### src/rtl/alu_seq_pkg.sv
// Shared types for the sequential ALU units: operation modes, NZCV flag positions, FSM states.
// Latency: n/a (types and constants only).
// Backpressure: n/a.
package alu_seq_pkg;

    typedef enum logic [1:0] {
        MODE_SUB = 2'b00,
        MODE_SBC = 2'b01,
        MODE_RSB = 2'b10,
        MODE_CMP = 2'b11
    } alu_mode_e;

    localparam int FLAG_N = 3;
    localparam int FLAG_Z = 2;
    localparam int FLAG_C = 1;
    localparam int FLAG_V = 0;

    typedef enum logic [1:0] {
        ST_IDLE = 2'b00,
        ST_RUN  = 2'b01,
        ST_DONE = 2'b10
    } sub_state_e;

endpackage

### src/rtl/digit_sub_slice.sv
// One digit of x - y as a ripple add of x, ~y and the incoming carry (1 = no borrow).
// Latency: combinational.
// Backpressure: none.
module digit_sub_slice #(
    parameter int D = 8
) (
    input  logic [D-1:0] x,
    input  logic [D-1:0] y,
    input  logic         cin,
    output logic [D-1:0] d,
    output logic         cout
);

    logic [D-1:0] y_n;
    logic [D:0]   c;

    assign y_n  = ~y;
    assign c[0] = cin;

    for (genvar i = 0; i < D; i++) begin : g_bit
        assign d[i]   = x[i] ^ y_n[i] ^ c[i];
        assign c[i+1] = (x[i] & y_n[i]) | (c[i] & (x[i] ^ y_n[i]));
    end

    assign cout = c[D];

endmodule

### src/rtl/multicycle_subtractor.sv
// Digit-serial N-bit subtract/compare with NZCV flags, D bits per cycle, LSB digit first.
// Latency: N/D + 1 cycles from accepted start to done; one op per N/D + 1 cycles.
// Backpressure: start is ignored while busy; no queueing.
module multicycle_subtractor
    import alu_seq_pkg::*;
#(
    parameter int N = 32,
    parameter int D = 8
) (
    input  logic         clk,
    input  logic         rst,
    input  logic         start,
    input  logic [1:0]   mode,
    input  logic [N-1:0] a,
    input  logic [N-1:0] b,
    input  logic         carry_in,
    output logic         busy,
    output logic         done,
    output logic [N-1:0] result,
    output logic [3:0]   flags
);

    localparam int K  = N / D;
    localparam int CW = (K > 1) ? $clog2(K) : 1;

    if (D < 1 || (N % D) != 0) begin : g_bad_params
        $error("multicycle_subtractor: N must be a positive multiple of D");
    end

    sub_state_e   state, nxt;
    logic [N-1:0] opx, opy, r_sh, r_next, d_ext;
    logic [CW-1:0] cnt;
    logic         carry, msb_x, msb_y, cmp_q;
    logic [D-1:0] dig;
    logic         dig_cout, last, accept;

    digit_sub_slice #(.D(D)) u_slice (
        .x    (opx[D-1:0]),
        .y    (opy[D-1:0]),
        .cin  (carry),
        .d    (dig),
        .cout (dig_cout)
    );

    assign last   = (cnt == CW'(K - 1));
    assign accept = start && (state != ST_RUN);
    assign busy   = (state == ST_RUN);
    assign done   = (state == ST_DONE);

    // New digits enter at the MSB so the LSB digit lands at bit 0 after K shifts.
    always_comb begin
        d_ext            = '0;
        d_ext[N-1 -: D]  = dig;
        r_next           = d_ext | (r_sh >> D);
    end

    always_ff @(posedge clk) begin
        if (rst) state <= ST_IDLE;
        else     state <= nxt;
    end

    always_comb begin
        nxt = state;
        case (state)
            ST_IDLE: if (start) nxt = ST_RUN;
            ST_RUN:  if (last)  nxt = ST_DONE;
            ST_DONE: nxt = start ? ST_RUN : ST_IDLE;
            default: nxt = ST_IDLE;
        endcase
    end

    always_ff @(posedge clk) begin
        if (rst) begin
            opx    <= '0;
            opy    <= '0;
            r_sh   <= '0;
            carry  <= 1'b0;
            cnt    <= '0;
            msb_x  <= 1'b0;
            msb_y  <= 1'b0;
            cmp_q  <= 1'b0;
            result <= '0;
            flags  <= 4'b0000;
        end else if (accept) begin
            opx   <= (mode == MODE_RSB) ? b : a;
            opy   <= (mode == MODE_RSB) ? a : b;
            msb_x <= (mode == MODE_RSB) ? b[N-1] : a[N-1];
            msb_y <= (mode == MODE_RSB) ? a[N-1] : b[N-1];
            carry <= (mode == MODE_SBC) ? carry_in : 1'b1;
            cmp_q <= (mode == MODE_CMP);
            r_sh  <= '0;
            cnt   <= '0;
        end else if (state == ST_RUN) begin
            opx   <= opx >> D;
            opy   <= opy >> D;
            carry <= dig_cout;
            r_sh  <= r_next;
            cnt   <= cnt + 1'b1;
            if (last) begin
                flags[FLAG_N] <= r_next[N-1];
                flags[FLAG_Z] <= (r_next == '0);
                flags[FLAG_C] <= dig_cout;
                flags[FLAG_V] <= (msb_x ^ msb_y) & (msb_x ^ r_next[N-1]);
                if (!cmp_q) result <= r_next;
            end
        end
    end

endmodule

### config.mk
export PLATFORM = sky130hd
export DESIGN_NAME = multicycle_subtractor
export DESIGN_NICKNAME = d
export VERILOG_FILES = /design/src/rtl/alu_seq_pkg.sv /design/src/rtl/digit_sub_slice.sv /design/src/rtl/multicycle_subtractor.sv
export SDC_FILE = /design/constraint.sdc
export NUM_CORES = 1
export LEC_CHECK = 0
export BUFFER_PORTS_ARGS = -buffer_cell sky130_fd_sc_hd__buf_2
export CAP_MARGIN = 0
export CORE_MARGIN = 3
export CORE_UTILIZATION = 40
export CTS_CLUSTER_DIAMETER = 200
export CTS_CLUSTER_SIZE = 20
export DETAILED_ROUTE_END_ITERATION = 8
export GPL_ROUTABILITY_DRIVEN = 1
export PLACE_DENSITY = 0.64
export SLEW_MARGIN = 20
export SYNTH_ARGS = -nofsm -noshare
export SYNTH_HDL_FRONTEND = slang
export SYNTH_SLANG_ARGS = --single-unit
### constraint.sdc
create_clock -name clk -period 7.1 [get_ports clk]
set_clock_uncertainty 0.2 [all_clocks]
set_input_delay 0.355 -clock clk [delete_from_list [all_inputs] [get_ports clk]]
set_output_delay 0.355 -clock clk [all_outputs]
set_load 0.02 [all_outputs]
Word-level counts from Yosys, hierarchy flattened
Cells that the tools add are included.
- bits in latches: 0
- memory bits (read-only): 0
- memories kept: 0
- register bits: 140
- input port bits: 70
- bits in writable memories: 0
- divide/modulo/power cells: 0
- eq/ne operators: 9
- $add $sub $neg: 1
- reduce and logical (&&, ||, !) cells: 8
- mux-type cells: 15
- order comparisons: 0
- shift-type cells: 0
- bitwise operators: 47
- multiply operators: 0
- operator list (cell ; count):
    $mux 32 ; 6
    $logic_not 32->1 ; 1
    $or 32x24->32 ; 1
    $xor 1x1->1 ; 18
    $and 1x1->1 ; 17
    $eq 2x2->1 const B ; 4
    $not 8->8 ; 1
    $or 1x1->1 ; 8
    $mux 1 ; 6
    $pmux 2 s3 ; 1
    $eq 2x1->1 const B ; 2
    $mux 2 ; 2
    $ne 2x1->1 const B ; 2
    $reduce_and 4->1 ; 1
    $reduce_and 3->1 ; 1
    $add 2x1->2 const B ; 1
    $logic_not 2->1 ; 1
    $ne 2x2->1 const B ; 1
    $not 1->1 ; 2
    $reduce_and 2->1 ; 1
    $reduce_bool 2->1 ; 1
    $reduce_or 2->1 ; 1
    $logic_and 1x1->1 ; 1

Depth between registers and ports, before layout
Gate-level depths: netlist of the first run.
- word-level depth: 20
- gate-level depth with buffers: 15
- depth with buffers taken out: 15

By module
Synthesis of the first run repeated with hierarchy kept, for this count alone.
- cells, all modules: 738
- area, all modules: 6363.6 µm²
- by module, submodules not included (module ; times used ; area an instance (µm²) ; cells an instance):
    multicycle_subtractor ; 1 ; 6135.9 ; 712
    digit_sub_slice ; 1 ; 227.7 ; 26

Worst setup path before layout of the first run
Ideal clock, no wire load.
- kind: flip-flop to flip-flop
- start point: reg opx[0]
- end point: reg flags[2]
- arrival: 3.984 ns
- required time: 6.799 ns
- path buffers: 0
- period minus slack after synthesis: 4.285 ns
- setup slack: 2.815 ns
- stages on the path, launching flop included: 16
- path through: dfxtp_1 -> inv_1 -> fa_1 -> fa_1 -> fa_1 -> fa_1 -> inv_1 -> fa_1 -> inv_1 -> fa_1 -> fa_1 -> inv_1 -> fa_1 -> nor4_1 -> nand4_1 -> o41ai_1
- cells in the longest elaborated chain, start to end: 18
- elaborated cells on any way between the ends: 26
- classes of those cells: bitwise (25); reduce/logical (1)
- ends and longest elaborated chain (what ; RTL line ; RTL):
    start, declared ; multicycle_subtractor.sv:31 ; logic [N-1:0] opx, opy, r_sh, r_next, d_ext;
    start signal, assigned ; multicycle_subtractor.sv:85 ; opx <= (mode == MODE_RSB) ? b : a;
    start signal, assigned ; multicycle_subtractor.sv:94 ; opx <= opx >> D;
    $xor 1x1->1 ; digit_sub_slice.sv:22 ; assign c[i+1] = (x[i] & y_n[i]) | (c[i] & (x[i] ^ y_n[i]));
    $and 1x1->1 ; digit_sub_slice.sv:22 ;
    $or 1x1->1 * ; digit_sub_slice.sv:22 ;
    $and 1x1->1 * ; digit_sub_slice.sv:22 ;
    $or 1x1->1 * ; digit_sub_slice.sv:22 ;
    $and 1x1->1 * ; digit_sub_slice.sv:22 ;
    $or 1x1->1 * ; digit_sub_slice.sv:22 ;
    $and 1x1->1 * ; digit_sub_slice.sv:22 ;
    (+3 left out) ; - ;
    $and 1x1->1 * ; digit_sub_slice.sv:22 ;
    $or 1x1->1 * ; digit_sub_slice.sv:22 ;
    $and 1x1->1 * ; digit_sub_slice.sv:22 ;
    $or 1x1->1 * ; digit_sub_slice.sv:22 ;
    $xor 1x1->1 * ; digit_sub_slice.sv:21 ; assign d[i] = x[i] ^ y_n[i] ^ c[i];
    via dig[7] ; multicycle_subtractor.sv:34 ; logic [D-1:0] dig;
    $or 32x24->32 * ; multicycle_subtractor.sv:54 ; r_next = d_ext | (r_sh >> D);
    $logic_not 32->1 * ; multicycle_subtractor.sv:101 ; flags[FLAG_Z] <= (r_next == '0);
    end signal, assigned by index ; multicycle_subtractor.sv:101 ;
    end signal, assigned by index ; multicycle_subtractor.sv:102 ; flags[FLAG_C] <= dig_cout;
    end signal, assigned by index ; multicycle_subtractor.sv:103 ; flags[FLAG_V] <= (msb_x ^ msb_y) & (msb_x ^ r_next[N-1]);
    end, declared ; multicycle_subtractor.sv:20 ; output logic [3:0] flags
The timed path passes the listed nets; every way through them passes the cells marked *.
A chain may end at the register's enable or synchronous reset.

Worst setup path in the final report of the first run
Ends and elaborated chain as after synthesis.

==> metrics.md, run 1 <==
| Metric | Value |
|---|---|
| Clock tree from TritonCTS | `yes` |
| Number of remaining DRC errors | `0` |
| Average wire length per cell after detail routing | `around 16 microns` |
| Largest fanout on the critical path | `6` |
| Final min period | `approximately 4.5 ns` |
| Primary FF master, synth | `dfxtp_1` |
| Final period util | `0.640` |
| Status | `finished clean` |
| Dpl ws | `about 2.6 ns` |
| Final hold violations | `0` |
| Leading cell types in the layout, fill and taps excluded | `dfxtp_1 (132), buf_2 (107), nand2_1 (92), nor2_1 (80), a211oi_1 (70)` |
| # setup viols final | `0` |
| Via count of the first global-routing pass | `5003` |
| Gr ovfl total | `0` |
| Main area contributors after synthesis | `dfxtp_1 (41%), a211oi_1 (8.2%), and3b_1 (6.6%), nand3b_1 (5.9%), o31ai_1 (5.6%)` |
| CTS clock-pin slew for the worst setup and hold paths | `around 0.06 ns` |
| Max VDD drop | `0.147 mV` |
| Detailed-route vias per instance | `about 5.3` |
| Overall track demand over capacity in global routing | `0.182` |
| Cell Rows | `between 40 and 50` |
| Detailed-routing iteration count for the pre-antenna-repair pass | `4` |
| Setup tns final | `0 ns` |
| Unrepaired setup endpoints after global routing | `false` |
| Die height | `132 microns` |
| Number of nets in the synthesized netlist | `between 700 and 800` |
| Quantity of gates resized following cts | `0` |
| Post-synth top area share | `0.414` |
| Boundary Pins | `108` |
| Weighted congestion reported at the end of routability-driven placement | `0.823` |
| Ant. Diodes | `0` |
| Clk sinks | `132` |
| Number of buffers created by CTS | `17` |
| Number of synthesized register bits | `132` |
| Number of flops mapped to enable cells by yosys | `0` |
| Highest attainable clock frequency | `~0.22 GHz` |
| Worst-case headroom to the max-slew limit | `0.396` |
| Category of the worst setup path launch point | `register` |
| Clock root buffer | `clkbuf_16` |
| Overall via count from detail_route | `between 5000 and 6000` |
| Kind of end point of the critical path | `register` |
| Number of antenna violations at the first check in global routing | `0` |
| Wire length reported by the detailed router | `15.9 mm` |
| Synth cell types | `39` |
| Pin count of the biggest net entering global routing | `90` |
| Wire length of the first global-routing pass | `~26 mm` |
| Worst-skew pair later-pin latency | `~0.42 ns` |
| Worst-case setup margin in the final layout | `2.55 ns` |
| Leak | `between 3 and 4 nW` |
| Final-layout worst hold slack | `0.0808 ns` |
| Total number of H-tree levels | `4` |
| Sequential cell area fraction in the yosys report | `0.414` |
| Remaining antenna violation count after routing | `0` |
| Hold Path Class | `in2reg` |
| Warnings, synthesis | `0` |
| Power density over cell area | `approximately 260 nW/um^2` |
| Initial DRC count | `341` |
| Cell accounting for the most synthesized area | `dfxtp_1` |
| Number of pins exceeding their max-slew limit in the final report | `0` |
| Slew at the pin with the worst max-slew slack | `0.906 ns` |
| Count of maximum capacitance violations | `0` |
| Number of cells produced by synthesis | `719` |
| Net count of the finished layout | `between 800 and 900` |
| Cell Count, Final, Fillers Out | `between 1000 and 1500` |
| Buffer count from post-CTS setup fixing | `0` |
| Post-Syn Area per Cell | `8.88 sq um` |
| Core footprint | `around 15000 sq um` |
| Total Die Area | `17500 sq um` |
| Worst endpoint data arrival time | `4.66 ns` |
| Synthesized area | `6380 sq um` |
| Area added between synthesis and finish | `17.3%` |
| Number of port buffers | `between 100 and 150` |
| Number of hold-repair buffers added at the cts stage | `0` |
| Async set-reset flop share out of synthesis | `0` |
| Fraction of final layout cells sized beyond drive strength 1 | `0.222` |
| Critical setup path kind | `reg2reg` |
| Post-DP HPWL | `10.6 mm` |
| Commonest non-fill, non-tap cell in the layout | `dfxtp_1` |
| Starting Density | `0.414` |
| Required time of the critical path | `between 7 and 8 ns` |
| Chip Width | `132 microns` |
| Max clock buf depth | `2` |
| Cell count after placement | `976` |
==> flip-flops by register name, summed over array words and instances, names as in the netlist <==
name and flops:
cnt 2, cmp_q 1, opx 32, msb_y 1, opy 32, state 2
result 32, carry 1, msb_x 1, flags 4, r_sh 24
==> cell type report <==
cell class                      count  area (sq um)
Timing Repair Buffer              117           611
Sequential cell                   132          2640
Clock buffer                       19           453
Tap cell                          211           264
Fill cell                        1521          7940
Clock inverter                     12           155
Inverter                           14          53.8
Multi-Input combinational cell    502          3310
==> where the power goes <==
part	internal [mW]	switching [mW]	total [mW]
combinational	0.0973	0.144	0.241
sequential	0.780	0.0260	0.806
clock	0.569	0.328	0.897
total	1.45	0.498	1.94
==> cell families (layout without fill, tap and decap cells) <==
| family | after synthesis | count (layout) | share of synthesized area |
|---|---|---|---|
| fa+ha+maj | 9 | 9 | 0.0270 |
| compound gates | 183 | 183 | 0.212 |
| xor+xnor | 1 | 1 | 0.00137 |
| simple gates | 292 | 292 | 0.251 |
| flops | 132 | 132 | 0.414 |
| buf+inv | 85 | 162 | 0.0686 |
| mux | 17 | 17 | 0.0267 |
==> worst max-delay path, cell delays in order (launching register included) <==
cell and delay, ns:
dfxtp_1 0.33, inv_1 0.06, fa_1 0.42, fa_1 0.39
fa_1 0.38, fa_1 0.36, inv_1 0.07, fa_1 0.15
inv_1 0.05, fa_1 0.37, fa_1 0.36, inv_1 0.07
fa_1 0.51, nor4_1 0.33, nand4_1 0.13, o41ai_1 0.25
==> path summary, 6_finish.rpt <==
check                           startpoint          to  slack [ns]  depth (start not counted)
worst max-delay path                opx[0]    flags[2]        2.55                         15
worst min register to register  result[22]  result[22]        0.25                          2
worst min-delay path                  a[8]      opx[8]        0.08                          3
worst max register to register      opx[0]    flags[2]        2.55                         15
==> cells in the mapped netlist, types with 2 or more instances <==
library cell and count:
inv_1 13, o31ai_1 48, nor2_1 80, nand4_1 3
nand4bb_1 2, buf_2 18, a21oi_2 19, and3b_1 48
mux2i_1 17, dfxtp_1 132, and4b_1 2, nand2_1 92
buf_4 7, nand2b_1 3, buf_6 7, a311oi_1 2
a21oi_1 32, nor2b_1 2, a211oi_1 70, a211oi_2 6
fa_1 8, nand3b_1 50, clkbuf_1 37, nor4_1 6
==> per-layer routing <==
| layer | share of wire | track usage | up-vias |
|---|---|---|---|
| met5 | 0 | 0 | - |
| met2 | 0.48 | 0.290 | 110 |
| met4 | 0.023 | 0.0704 | 0 |
| met1 | 0.46 | 0.239 | 2486 |
| met3 | 0.037 | 0.0427 | 21 |
| li1 | - | - | 2709 |
==> metrics by stage <==
stage           util  area, sq um  total power, mW
6_report       0.485         7490             1.94
5_1_grt        0.485         7490             2.04
4_1_cts        0.485         7490             1.96
3_5_place_dp   0.446         6880             1.06
3_3_place_gp   0.446         6880             1.06
2_1_floorplan      -         6380            0.997
(Power assumes the default switching activity.)
==> run 2: changes to the inputs <==
- PLACE_DENSITY: 0.64 -> 0.66
- clock period: 7.1 -> 4.1 ns (I/O delays scaled with it)
==> metrics.md, run 2 (synthesis results as in run 1) <==
| Metric | Value |
|---|---|
| Wire length of the first global-routing pass | `27.5 mm (+6.0%)` |
| Final design utilization | `0.531 (+0.0455)` |
| Wire length reported by the detailed router | `17.0 mm (+7.0%)` |
| Worst-skew pair later-pin latency | `0.42 ns (about the same)` |
| Endpoint, Worst Hold | `opx[31]` |
| Slew at the pin with the worst max-slew slack | `0.974 ns (+0.0676 ns)` |
| Fraction of final layout cells sized beyond drive strength 1 | `0.225 (+0.00293)` |
| Required time of the critical path | `4.23 ns (-2.98 ns)` |
| Detailed-route vias per instance | `5.27 (-0.36%)` |
| Final hold violations | `0 (unchanged)` |
| Remaining antenna violation count after routing | `0 (unchanged)` |
| # setup viols final | `0 (unchanged)` |
| Critical setup path kind | `reg2reg` |
| Number of remaining DRC errors | `0 (unchanged)` |
| Detailed-routing iteration count for the pre-antenna-repair pass | `5 (+1)` |
| Minimum setup slack among reg-to-reg paths | `0.05 ns (-2.50 ns)` |
| Power density over cell area | `404 nW/um^2 (+55%)` |
| Total number of H-tree levels | `4 (unchanged)` |
| Leading registers by flop count | `opx (32), opy (32), result (32)` |
| Start point of the worst hold path | `b[31]` |
| Status | `finished clean` |
| Via count of the first global-routing pass | `5366 (+7.3%)` |
| Worst-case headroom to the max-slew limit | `0.351 (-0.0451)` |
| Clock tree from TritonCTS | `yes` |
| Final period util | `0.988 (+0.347)` |
| Chip Width | `132 microns (unchanged)` |
| Number of port buffers | `107 (unchanged)` |
| Max VDD drop | `0.318 mV (+120%)` |
| Area added between synthesis and finish | `28.3%` |
| Worst endpoint data arrival time | `4.18 ns (-0.48 ns)` |
| Average wire length per cell after detail routing | `15.8 microns (-0.29%)` |
| Hold Path Class | `in2reg` |
| Clock root buffer | `clkbuf_16` |
| Starting Density | `0.414 (unchanged)` |
| CTS clock-pin slew for the worst setup and hold paths | `0.06 ns (about the same)` |
| Worst hold path stage count | `3 (unchanged)` |
| Overall via count from detail_route | `5697 (+7.0%)` |
| Worst Reg-to-Reg Cells | `15 (unchanged)` |
| Cell Rows | `45 (unchanged)` |
| Count of maximum capacitance violations | `0 (unchanged)` |
| Highest attainable clock frequency | `0.247 GHz (+12%)` |
| Overall track demand over capacity in global routing | `0.194 (+0.0121)` |
| Die height | `132 microns (unchanged)` |
| Post-DP HPWL | `10.5 mm (-0.99%)` |
| Core footprint | `15400 sq um (unchanged)` |
| Clk sinks | `132 (unchanged)` |
| Number of buffers created by CTS | `17 (unchanged)` |
| Worst reg2reg endpoint | `flags[2]` |
| Largest fanout on the critical path | `2 (-4)` |
| Post-layout total power | `3.31 mW (+70%)` |
| Net count of the finished layout | `937 (+8.6%)` |
| Weighted congestion reported at the end of routability-driven placement | `0.767 (-6.8%)` |
| Number of antenna violations at the first check in global routing | `0 (unchanged)` |
| Number of pins exceeding their max-slew limit in the final report | `0 (unchanged)` |
| Category of the worst setup path launch point | `register` |
| Commonest non-fill, non-tap cell in the layout | `dfxtp_1` |
| Leak | `3.35 nW (+9.1%)` |
| Kind of end point of the critical path | `register` |
| Gr ovfl total | `0 (unchanged)` |
| Pin count of the biggest net entering global routing | `89 (-1.1%)` |
| Final min period | `4.05 ns (-0.498 ns)` |
| Max clock buf depth | `2 (unchanged)` |
| Final-layout worst hold slack | `0.0142 ns (-0.0666 ns)` |
| Reg-to-Reg Start | `opx[0]` |
| Total Die Area | `17500 sq um (unchanged)` |
| Number of filler instances in the final layout | `1450 (-4.7%)` |
| Ant. Diodes | `0 (unchanged)` |
| Initial DRC count | `340 (-0.29%)` |
| Boundary Pins | `108 (unchanged)` |
| Leading cell types in the layout, fill and taps excluded | `dfxtp_1 (130), buf_2 (107), nand2_1 (92), nor2_1 (80), a211oi_1 (70)` |
| Unrepaired setup endpoints after global routing | `true` |
[run 2: cell types whose count changed in the layout (fill, tap and decap cells not counted), moves of 2 or more]
cell | previous run | this run
clkbuf_8 | 2 | 0
buf_4 | 10 | 13
buf_6 | 0 | 2
inv_1 | 13 | 9
dlygate4sd3_1 | 0 | 69
dfxtp_1 | 132 | 130
inv_2 | 0 | 4
bufinv_16 | 3 | 1
clkinv_2 | 4 | 6
fa_2 | 0 | 7
dfxtp_2 | 0 | 2
fa_1 | 8 | 1
[run 2: worst max-delay path, cell delays in order (launching register included)]
cell     delay, ns
dfxtp_2       0.34
inv_2         0.04
fa_2          0.38
fa_2          0.34
fa_2          0.35
fa_2          0.34
inv_2         0.06
fa_2          0.18
inv_2         0.04
fa_2          0.33
fa_2          0.34
inv_2         0.06
fa_1          0.46
nor4_2        0.15
nand4_1       0.11
o41ai_1       0.23
[run 2: report_power, final]
group,switching [mW],internal (mW)
combinational,0.272,0.240
clock,0.571,0.826
sequential,0.0456,1.35
total,0.888,2.42
[run 2: metal layers]
layer  up-vias  global-route usage  routed length, microns
li1       2853                   -                       -
met1      2681               0.244                    7620
met2       128               0.322                    8270
met3        35              0.0431                     660
met4         0              0.0814                     495
met5         -                   0                       0
[run 2: worst max-delay path by stage]
stage	from	end	slack, ns	depth (start not counted)
final	opx[0]	flags[2]	0.05	15
after global routing	opx[0]	flags[2]	-0.13	15
after CTS	opx[0]	flags[2]	-0.0005	15
after detailed placement	opx[0]	flags[0]	-0.15	15
after global placement	opx[0]	flags[0]	-0.12	15
after floorplan	opx[0]	flags[2]	-0.02	15
[run 2: cell type report]
cell class / count / area, sq um / area share
clock inverters: 13 / 113 / 0.0138
multi-input cells: 502 / 3340 / 0.408
repair buffers: 191 / 1350 / 0.164
flip-flops and latches: 132 / 2650 / 0.323
well taps: 211 / 264 / 0.0322
clock buffers: 18 / 429 / 0.0524
inverters: 14 / 53.8 / 0.00657
[run 2: stage by stage]
step	instance area (sq um)	cells	setup WS, ns	TNS (ns)
final	8190	1081	0.0501	0
after global routing	8190	1081	-0.131	-0.230
after CTS	8170	1080	-0.000510	-0.000510
after detailed placement	6910	980	-0.150	-0.535
after global placement	6910	980	-0.119	-0.398
after floorplan	6390	719	-0.0230	-0.0230
[run 2: repair_timing]
action | in CTS | in global routing
setup endpoints to repair | 5 | 5
gates resized for setup | 9 | 6
setup buffers | 0 | 1
endpoints found under the hold margin | 62 | 0
hold buffers | 69 | 0
==> run 3: changes to the inputs <==
- BUFFER_PORTS_ARGS: -buffer_cell sky130_fd_sc_hd__buf_2 -> -buffer_cell sky130_fd_sc_hd__buf_4
- CORE_UTILIZATION: 40 -> 51
- PLACE_DENSITY: 0.66 -> 0.8
==> metrics.md, run 3 (synthesis results as in run 1) <==
| Metric | Value |
|---|---|
| Unrepaired setup endpoints after global routing | `true` |
| Hold Path Class | `in2reg` |
| Final hold violations | `0 (unchanged)` |
| Worst-skew pair later-pin latency | `0.42 ns (about the same)` |
| Number of buffers created by CTS | `17 (unchanged)` |
| Critical Path Most Common Cell | `fa_2` |
| Number of port buffers | `107 (unchanged)` |
| Number of pins exceeding their max-slew limit in the final report | `0 (unchanged)` |
| Max VDD drop | `0.323 mV (+1.8%)` |
| Switch share | `0.261 (-0.00820)` |
| Leading registers by flop count | `opx (32), opy (32), result (32)` |
| Detailed-routing iteration count for the pre-antenna-repair pass | `5 (unchanged)` |
| Via count of the first global-routing pass | `5995 (+12%)` |
| Count of maximum capacitance violations | `0 (unchanged)` |
| Required time of the critical path | `4.17 ns (-0.06 ns)` |
| Max clock buf depth | `2 (unchanged)` |
| Chip Width | `118 microns (-11%)` |
| Worst-case setup margin in the final layout | `-0.0296 ns (-0.0797 ns)` |
| Overall track demand over capacity in global routing | `0.262 (+0.0676)` |
| Kind of end point of the critical path | `register` |
| Wire length reported by the detailed router | `18.6 mm (+9.0%)` |
| Average wire length per cell after detail routing | `18.0 microns (+14%)` |
| Clk sinks | `132 (unchanged)` |
| CTS clock-pin slew for the worst setup and hold paths | `0.05 ns (about the same)` |
| Overall via count from detail_route | `6086 (+6.8%)` |
| Die height | `118 microns (-11%)` |
| Critical setup path kind | `reg2reg` |
| Power Internal | `2.48 mW (+2.6%)` |
| Worst endpoint data arrival time | `4.20 ns (+0.02 ns)` |
| Fraction of final layout cells sized beyond drive strength 1 | `0.224 (-0.00165)` |
| Total Die Area | `13900 sq um (-21%)` |
| Highest attainable clock frequency | `0.242 GHz (-1.9%)` |
| Boundary Pins | `108 (unchanged)` |
| Wire length of the first global-routing pass | `29.6 mm (+7.8%)` |
| Detailed-route vias per instance | `5.89 (+12%)` |
| Clock tree from TritonCTS | `yes` |
| Post-layout total power | `3.35 mW (+1.5%)` |
| Largest fanout on the critical path | `3 (+1)` |
| Commonest non-fill, non-tap cell in the layout | `dfxtp_1` |
| CP max-delay cell | `fa_2` |
| Critical path, cell by cell | `inv_2 -> fa_2 -> fa_2 -> fa_2 -> fa_2 -> inv_2 -> fa_2 -> inv_2 -> fa_2 -> fa_2 -> inv_2 -> fa_2 -> buf_6 -> a221oi_4 -> nor3_2` |
| Final design utilization | `0.695 (+0.164)` |
| Final-layout worst hold slack | `0.0224 ns (+0.00817 ns)` |
| Pin count of the biggest net entering global routing | `94 (+5.6%)` |
| Gr ovfl total | `0 (unchanged)` |
| Cell Rows | `40 (-11%)` |
| Area added between synthesis and finish | `31.9%` |
| Worst-case headroom to the max-slew limit | `0.271 (-0.0799)` |
| Gate family responsible for the most delay along the worst path | `adder cells` |
| Leading cell types in the layout, fill and taps excluded | `dfxtp_1 (130), buf_4 (114), nand2_1 (90), nor2_1 (79)` |
| Number of antenna violations at the first check in global routing | `2 (+2)` |
| Net count of the finished layout | `932 (-0.53%)` |
| Slew at the pin with the worst max-slew slack | `1.09 ns (+0.120 ns)` |
| Final min period | `4.13 ns (+0.0797 ns)` |
| Portion of total power attributed to sequential cells | `0.418 (-0.004)` |
| Weighted congestion reported at the end of routability-driven placement | `0.889 (+16%)` |
| Net switching power figure | `0.874 mW (-1.6%)` |
| Count of buffer and inverter cells on the critical path | `5 (+1)` |
| Number of remaining DRC errors | `0 (unchanged)` |
| Clock root buffer | `clkbuf_16` |
| Category of the worst setup path launch point | `register` |
| Power density over cell area | `398 nW/um^2 (-1.3%)` |
| Clk network pwr share | `0.415 (-0.008)` |
| Final period util | `1.01 (+0.0194)` |
| Initial DRC count | `679 (+100%)` |
| # setup viols final | `1 (+1)` |
| Delay contributed by the slowest stage of the critical path | `0.46 ns (about the same)` |
| Gate power share | `0.167 (+0.012)` |
| Remaining antenna violation count after routing | `0 (unchanged)` |
| Core footprint | `12100 sq um (-21%)` |
| Post-DP HPWL | `10.7 mm (+1.4%)` |
| Starting Density | `0.527 (+0.113)` |
| Failing checks | `setup timing` |
| Leak | `3.40 nW (+1.5%)` |
| Dpl ws | `-0.223 ns (-0.0725 ns)` |
| Status | `finished with violations` |
| Total number of H-tree levels | `4 (unchanged)` |
-- run 3: changes by cell type in the layout (fill, tap and decap cells not counted), sizes merged --
cell         before  now
buf             122  116
clkbuf           18   24
clkinv            9    3
clkinvlp          3    1
diode             0    2
dlygate4sd3      69   70
-- run 3: worst reg2reg max path, stage by stage (launching register included) --
cell and delay (ns):
dfxtp_2 0.33, inv_2 0.04, fa_2 0.38, fa_2 0.35
fa_2 0.36, fa_2 0.34, inv_2 0.06, fa_2 0.18
inv_2 0.04, fa_2 0.33, fa_2 0.34, inv_2 0.06
fa_2 0.46, buf_6 0.16, a221oi_4 0.31, nor3_2 0.05
-- run 3: final timing paths --
kind              start          to  slack (ns)  cells past startpoint
max              opx[0]    flags[0]       -0.03                     15
min reg2reg  result[17]  result[17]        0.25                      2
max reg2reg      opx[0]    flags[0]       -0.03                     15
min               a[31]     opy[31]        0.02                      3
-- run 3: area by class of cell --
class | count | area (sq um)
Tap cell | 168 | 210
Clock inverter | 5 | 52.6
Sequential cell | 132 | 2650
Timing Repair Buffer | 186 | 1580
Multi-Input combinational cell | 502 | 3390
Inverter | 14 | 55.1
Clock buffer | 24 | 482
Antenna cell | 2 | 5.00
Fill cell | 891 | 3690
-- run 3: per-layer routing --
layer,track usage,vias up,routed length [microns]
met4,0.151,0,874
met5,0,-,0
li1,-,2842,-
met2,0.447,288,9380
met3,0.0591,77,1080
met1,0.301,2879,7240
-- run 3: what timing repair did --
action	in CTS	in global routing
hold buffers	70	0
setup endpoints to repair	5	5
pin swaps	0	3
gates resized for setup	7	17
endpoints found under the hold margin	64	0
buffers inserted	0	0
-- run 3: stage by stage --
step / instances / instance area, sq um / TNS, ns
finish: 1033 / 8420 / -0.0296
global route: 1033 / 8420 / -0.534
CTS: 1031 / 8340 / 0
detailed placement: 932 / 7090 / -0.773
global placement: 932 / 7090 / -0.371
floorplan: 719 / 6390 / -0.0230
-- run 3: power groups by stage --
stage          Combinational, mW  Sequential [mW]  Clock (mW)
2_1_floorplan              0.319             1.41           0
3_3_place_gp               0.430             1.42           0
3_5_place_dp               0.449             1.42           0
4_1_cts                    0.514             1.40        1.40
5_1_grt                    0.605             1.41        1.46
6_report                   0.559             1.40        1.39
